**src/rtl/sqrt_pkg.sv**
```systemverilog
// Shared definitions for the square-root controller.
//   - state_e          : FSM state encoding
//   - ITER_W           : width of the iteration counter / iter_o
//   - MAX_ITER_DEFAULT : default iteration limit before forced termination
package sqrt_pkg;

  localparam int ITER_W           = 8;
  localparam int MAX_ITER_DEFAULT = 255;

  typedef enum logic [2:0] {
    ST_IDLE = 3'd0,
    ST_INIT = 3'd1,
    ST_TEST = 3'd2,
    ST_INC  = 3'd3,
    ST_ADD  = 3'd4,
    ST_DONE = 3'd5
  } state_e;

endpackage

```
**src/rtl/sqrt_iter_counter.sv**
```systemverilog
// Iteration counter for the square-root controller.
// Ports:
//   clk, rst    : clock, asynchronous active-high reset (count -> 0)
//   clr_i       : synchronous clear (highest priority after reset)
//   en_i        : increment request; ignored once the count reaches LIMIT
//   cnt_o       : current count
//   at_limit_o  : count equals LIMIT
module sqrt_iter_counter
  import sqrt_pkg::*;
#(
  parameter int unsigned LIMIT = MAX_ITER_DEFAULT
) (
  input  logic              clk,
  input  logic              rst,
  input  logic              clr_i,
  input  logic              en_i,
  output logic [ITER_W-1:0] cnt_o,
  output logic              at_limit_o
);

  localparam logic [ITER_W-1:0] LIMIT_C = ITER_W'(LIMIT);

  logic [ITER_W-1:0] cnt_q;
  logic [ITER_W-1:0] cnt_d;

  // Saturating: the count stops at LIMIT so it can never wrap, which keeps
  // the root register in the datapath from wrapping past 8 bits as well.
  always_comb begin
    cnt_d = cnt_q;
    if (clr_i) begin
      cnt_d = '0;
    end else if (en_i && (cnt_q < LIMIT_C)) begin
      cnt_d = cnt_q + 1'b1;
    end
  end

  always_ff @(posedge clk or posedge rst) begin
    if (rst) begin
      cnt_q <= '0;
    end else begin
      cnt_q <= cnt_d;
    end
  end

  assign cnt_o      = cnt_q;
  assign at_limit_o = (cnt_q == LIMIT_C);

endmodule

```
**src/rtl/sqrt_control.sv**
```systemverilog
// Control FSM for an iterative integer square-root datapath.
// The datapath keeps a root register and a square register; the controller
// boots them, then loops TEST -> INC -> ADD until the square exceeds the
// operand (N_i = 1) or the iteration limit is reached.
// Ports:
//   clk, rst     : clock, asynchronous active-high reset
//   start_i      : request a run (only looked at in IDLE)
//   abort_i      : cancel the run (INIT/TEST/INC/ADD only)
//   N_i          : datapath negative flag, looked at in TEST
//   boot_o       : load init constants into the datapath registers
//   wr_square_o  : square register write enable
//   wr_root_o    : root register write enable
//   muxes_o      : 1 = compare operands, 0 = accumulate operands
//   busy_o       : run in progress (every state but IDLE)
//   done_o       : one-cycle result-valid pulse
//   ovf_o        : last run was cut off by MAX_ITER (held until next start)
//   iter_o       : iterations of the current/last run (held until next start)
module sqrt_control
  import sqrt_pkg::*;
#(
  parameter int unsigned MAX_ITER = MAX_ITER_DEFAULT
) (
  input  logic              clk,
  input  logic              rst,
  input  logic              start_i,
  input  logic              abort_i,
  input  logic              N_i,
  output logic              boot_o,
  output logic              wr_square_o,
  output logic              wr_root_o,
  output logic              muxes_o,
  output logic              busy_o,
  output logic              done_o,
  output logic              ovf_o,
  output logic [ITER_W-1:0] iter_o
);

  state_e state_q;
  state_e state_d;
  logic   ovf_q;
  logic   ovf_d;
  logic   cnt_clr;
  logic   cnt_en;
  logic   at_limit;

  // Accepting a start wipes the previous run's status; an INC that is being
  // aborted does not count as a completed iteration.
  assign cnt_clr = (state_q == ST_IDLE) && start_i;
  assign cnt_en  = (state_q == ST_INC) && !abort_i;

  sqrt_iter_counter #(
    .LIMIT (MAX_ITER)
  ) u_iter_counter (
    .clk        (clk),
    .rst        (rst),
    .clr_i      (cnt_clr),
    .en_i       (cnt_en),
    .cnt_o      (iter_o),
    .at_limit_o (at_limit)
  );

  always_comb begin
    state_d = state_q;
    ovf_d   = ovf_q;
    case (state_q)
      ST_IDLE: begin
        if (start_i) begin
          state_d = ST_INIT;
          ovf_d   = 1'b0;
        end
      end
      ST_INIT: begin
        state_d = abort_i ? ST_IDLE : ST_TEST;
      end
      ST_TEST: begin
        // N_i wins over the limit: a run that finishes naturally on the
        // last allowed iteration is not an overflow.
        if (abort_i) begin
          state_d = ST_IDLE;
        end else if (N_i) begin
          state_d = ST_DONE;
        end else if (at_limit) begin
          state_d = ST_DONE;
          ovf_d   = 1'b1;
        end else begin
          state_d = ST_INC;
        end
      end
      ST_INC: begin
        state_d = abort_i ? ST_IDLE : ST_ADD;
      end
      ST_ADD: begin
        state_d = abort_i ? ST_IDLE : ST_TEST;
      end
      ST_DONE: begin
        // Result is already committed; abort is too late to matter here.
        state_d = ST_IDLE;
      end
      default: begin
        state_d = ST_IDLE;
      end
    endcase
  end

  always_ff @(posedge clk or posedge rst) begin
    if (rst) begin
      state_q <= ST_IDLE;
      ovf_q   <= 1'b0;
    end else begin
      state_q <= state_d;
      ovf_q   <= ovf_d;
    end
  end

  // Moore decode: control outputs depend on the registered state only.
  always_comb begin
    boot_o      = 1'b0;
    wr_square_o = 1'b0;
    wr_root_o   = 1'b0;
    muxes_o     = 1'b0;
    busy_o      = 1'b1;
    done_o      = 1'b0;
    case (state_q)
      ST_IDLE: busy_o = 1'b0;
      ST_INIT: begin
        boot_o      = 1'b1;
        wr_square_o = 1'b1;
        wr_root_o   = 1'b1;
      end
      ST_TEST: muxes_o     = 1'b1;
      ST_INC:  wr_root_o   = 1'b1;
      ST_ADD:  wr_square_o = 1'b1;
      ST_DONE: done_o      = 1'b1;
      default: busy_o      = 1'b0;
    endcase
  end

  assign ovf_o = ovf_q;

endmodule

```
**config.mk**
```make
export PLATFORM = sky130hd
export DESIGN_NAME = sqrt_control
export DESIGN_NICKNAME = d
export VERILOG_FILES = /design/src/rtl/sqrt_pkg.sv /design/src/rtl/sqrt_iter_counter.sv /design/src/rtl/sqrt_control.sv
export SDC_FILE = /design/constraint.sdc
export NUM_CORES = 1
export LEC_CHECK = 0
export ABC_AREA = 0
export BUFFER_PORTS_ARGS = -buffer_cell sky130_fd_sc_hd__buf_2
export CORE_MARGIN = 4
export CORE_UTILIZATION = 50
export CTS_CLUSTER_SIZE = 8
export DETAILED_ROUTE_END_ITERATION = 8
export HOLD_SLACK_MARGIN = 0.1
export PLACE_DENSITY = 0.74
export SYNTH_ARGS = -nofsm -noshare
export SYNTH_HDL_FRONTEND = slang
export SYNTH_SLANG_ARGS = --single-unit
export TNS_END_PERCENT = 20
```
**constraint.sdc**
```tcl
create_clock -name clk -period 3.35 [get_ports clk]
set_clock_uncertainty 0.05 [all_clocks]
set_input_delay 0.67 -clock clk [delete_from_list [all_inputs] [get_ports clk]]
set_output_delay 0.67 -clock clk [all_outputs]
set_load 0.05 [all_outputs]
```
==> impl_metrics.toml <==
[power]
leakagePower_nw = 0.411
irDropWorstVdd_v = 0.000511
p_per_area_mw_per_mm2 = 722

[worst_setup_path]
reg2reg_depth = 4
crit_path_end_kind = "output port"
cp_data_arrival_time_ps = 1420
worstPathRequired_ps = 2630
start_kind = "flop"
path_class = "reg -> out"
critPathMaxFanout = 12

[global_routing]
grt_max_degree = 14
track_usage_pct = 18.3
antenna_found_initial = 0
grt_overflow = 0
grt_pass1_wl_um = 2820
grt_pass1_vias = 595

[placement]
dp_cells = 106
io_buffers = 19
gp_congestion = 0.799
hpwl_um = 1140
dpl_worst_slack_ps = 1430

[logic_synthesis]
avgSynthCellArea_um2 = 9.58
synthFlopType = "dfrtp_1"
synth_top_area_cell = "dfrtp_1"
async_flop_share_pct = 100
synth_area_um2 = 728
synthTopCellsByArea = "dfrtp_1 (41%), mux2i_1 (4.1%), nand2_1 (3.6%)"
ys_ff_latch = 12
synth_seq_area_share_pct = 41.2
synth_edf_count = 0
syn_inst = 76
synth_fp_nets = 82
synth_warnings = 0
synthDistinctLibCells = 38
yosysTopAreaCellShare_pct = 41.2

[clocking]
numClockSinks = 12
cts_resized = 0
holdBufCountCts = 0
cts_root_buf = "clkbuf_4"
cts_tree = "yes"
cts_buffer_depth = 2
clock_latency_ps = 270
postCtsSetupBuffers = 0
htree_levels = 1
numCtsBuffers = 3
cts.clk_slew.worst_paths_ps = 80

[floorplanning]
core_mm2 = 0.00133
ios = 20
dieWidth_um = 46.2
die_h_um = 46.2
rows = 13
die-area_mm2 = 0.00213
start_util_pct = 54.6

[cells_and_area]
multi_input_area_um2 = 402
layout-drive-gt1-share_pct = 27.4
finalNetCount = 102
fill_cells = 115
final_cell_mix = "buf_2 (19), dfrtp_1 (12), nand2_1 (7)"
layout_commonest_cell = "buf_2"
insertedDiodeCount = 0
synthToLayoutAreaGrowth_pct = 18.0
stdcell_count = 110
final-seq-area_um2 = 300

[detailed_routing]
first_pass_iters = 4
remaining_drc_errors = 0
dr.first_iter.drc_count = 19
wirelength_um = 1590
routed-via-count = 686
avgRoutedWirePerCell_um = 14.5
ant_nets = 0
vias_per_cell = 6.24

[sta]
worst_slew_pin_slew_ps = 483
fin_crit_sh_pct = 63.8
setup_violations = 0
max_freq_mhz = 468
fin_crit_ps = 2140
timing.final.max_slew_violations = 0
tns_ps = 0
slew_headroom_pct = 67.5
rsz0062_at_grt = "no"
finalHoldViolations = 0
setup_slack_ps = 1210

[run_status]
status = "complete, no violations"

[min_path]
hp-class = "in -> async"

[flow_run]
cap_violations = 0
-- registers in the layout, indices dropped and copies added (netlist names) --
| name | cells |
|---|---|
| u_iter_counter.cnt_o | 8 |
| state_q | 3 |
| ovf_o | 1 |
-- cells by family (layout without fill, tap and decap cells) --
family                     after synthesis  count (layout)  share of synthesized area [%]
adders and majority gates                1               1                           1.72
xor gates and xnor gates                 1               1                           1.20
muxes                                    3               3                           4.12
and+or+nand+nor                         37              37                           31.1
DFF                                     12              12                           41.2
buffers and inverters                    6              25                           3.61
AOI/OAI and AO/OA                       16              16                           17.0
-- metal layers --
metal | GRT usage (%) | share of wire (%)
met5 | 0 | 0
met4 | 6.82 | 0.82
met3 | 3.91 | 11
met2 | 26.1 | 45
met1 | 26.7 | 44
-- through the flow --
stage               util [%]  cell area (um^2)  hold WS [ps]  power, mW
CTS                     64.4               860           367      0.621
detailed placement      61.7               823           433      0.508
floorplan                  -               728           485      0.453
finish                  64.4               860           338      0.621
global placement        61.7               823           425      0.503
global route            64.4               860           366      0.661
-- final timing paths --
path                                         start                      end  slack, ps
min in group clk                             ovf_o                    ovf_o        450
max                                     state_q[0]                   boot_o       1210
min                                            rst               state_q[2]        340
max in group asynchronous                      rst  u_iter_counter.cnt_o[6]       2590
max reg2reg                u_iter_counter.cnt_o[0]  u_iter_counter.cnt_o[1]       1550
min reg2reg                                  ovf_o                    ovf_o        450
-- area by class of cell --
type	instances	area share (%)
multi-input combinational	58	46.7
sequential	12	34.9
timing repair buffer	19	11.1
clock buffer	4	4.22
tap	15	2.18
inverter	2	0.873
-- where the power goes --
group | switching [mW] | internal, mW | leakage (nW) | total (mW)
combinational | 0.216 | 0.0769 | 0.225 | 0.293
clock | 0.0501 | 0.0660 | 0.0210 | 0.116
sequential | 0.0484 | 0.163 | 0.165 | 0.212
total | 0.315 | 0.306 | 0.411 | 0.621
-- cell usage after synthesis (all sizes together), types with 2 or more instances --
master and count:
nand2b 3, a21oi 2, nand3 3, or3 2
nor2b 2, nor2 4, inv 2, and4 2
dfrtp 12, nor4 3, nand2 7, buf 3
nor3 4, mux2i 3, a211oi 3
-- worst max-delay path, cell delays in order, from the launching register on --
cell     delay [ps]
dfrtp_1         560
nor2b_1         190
nor2b_1         130
buf_2           260
(Power assumes the default switching activity.)
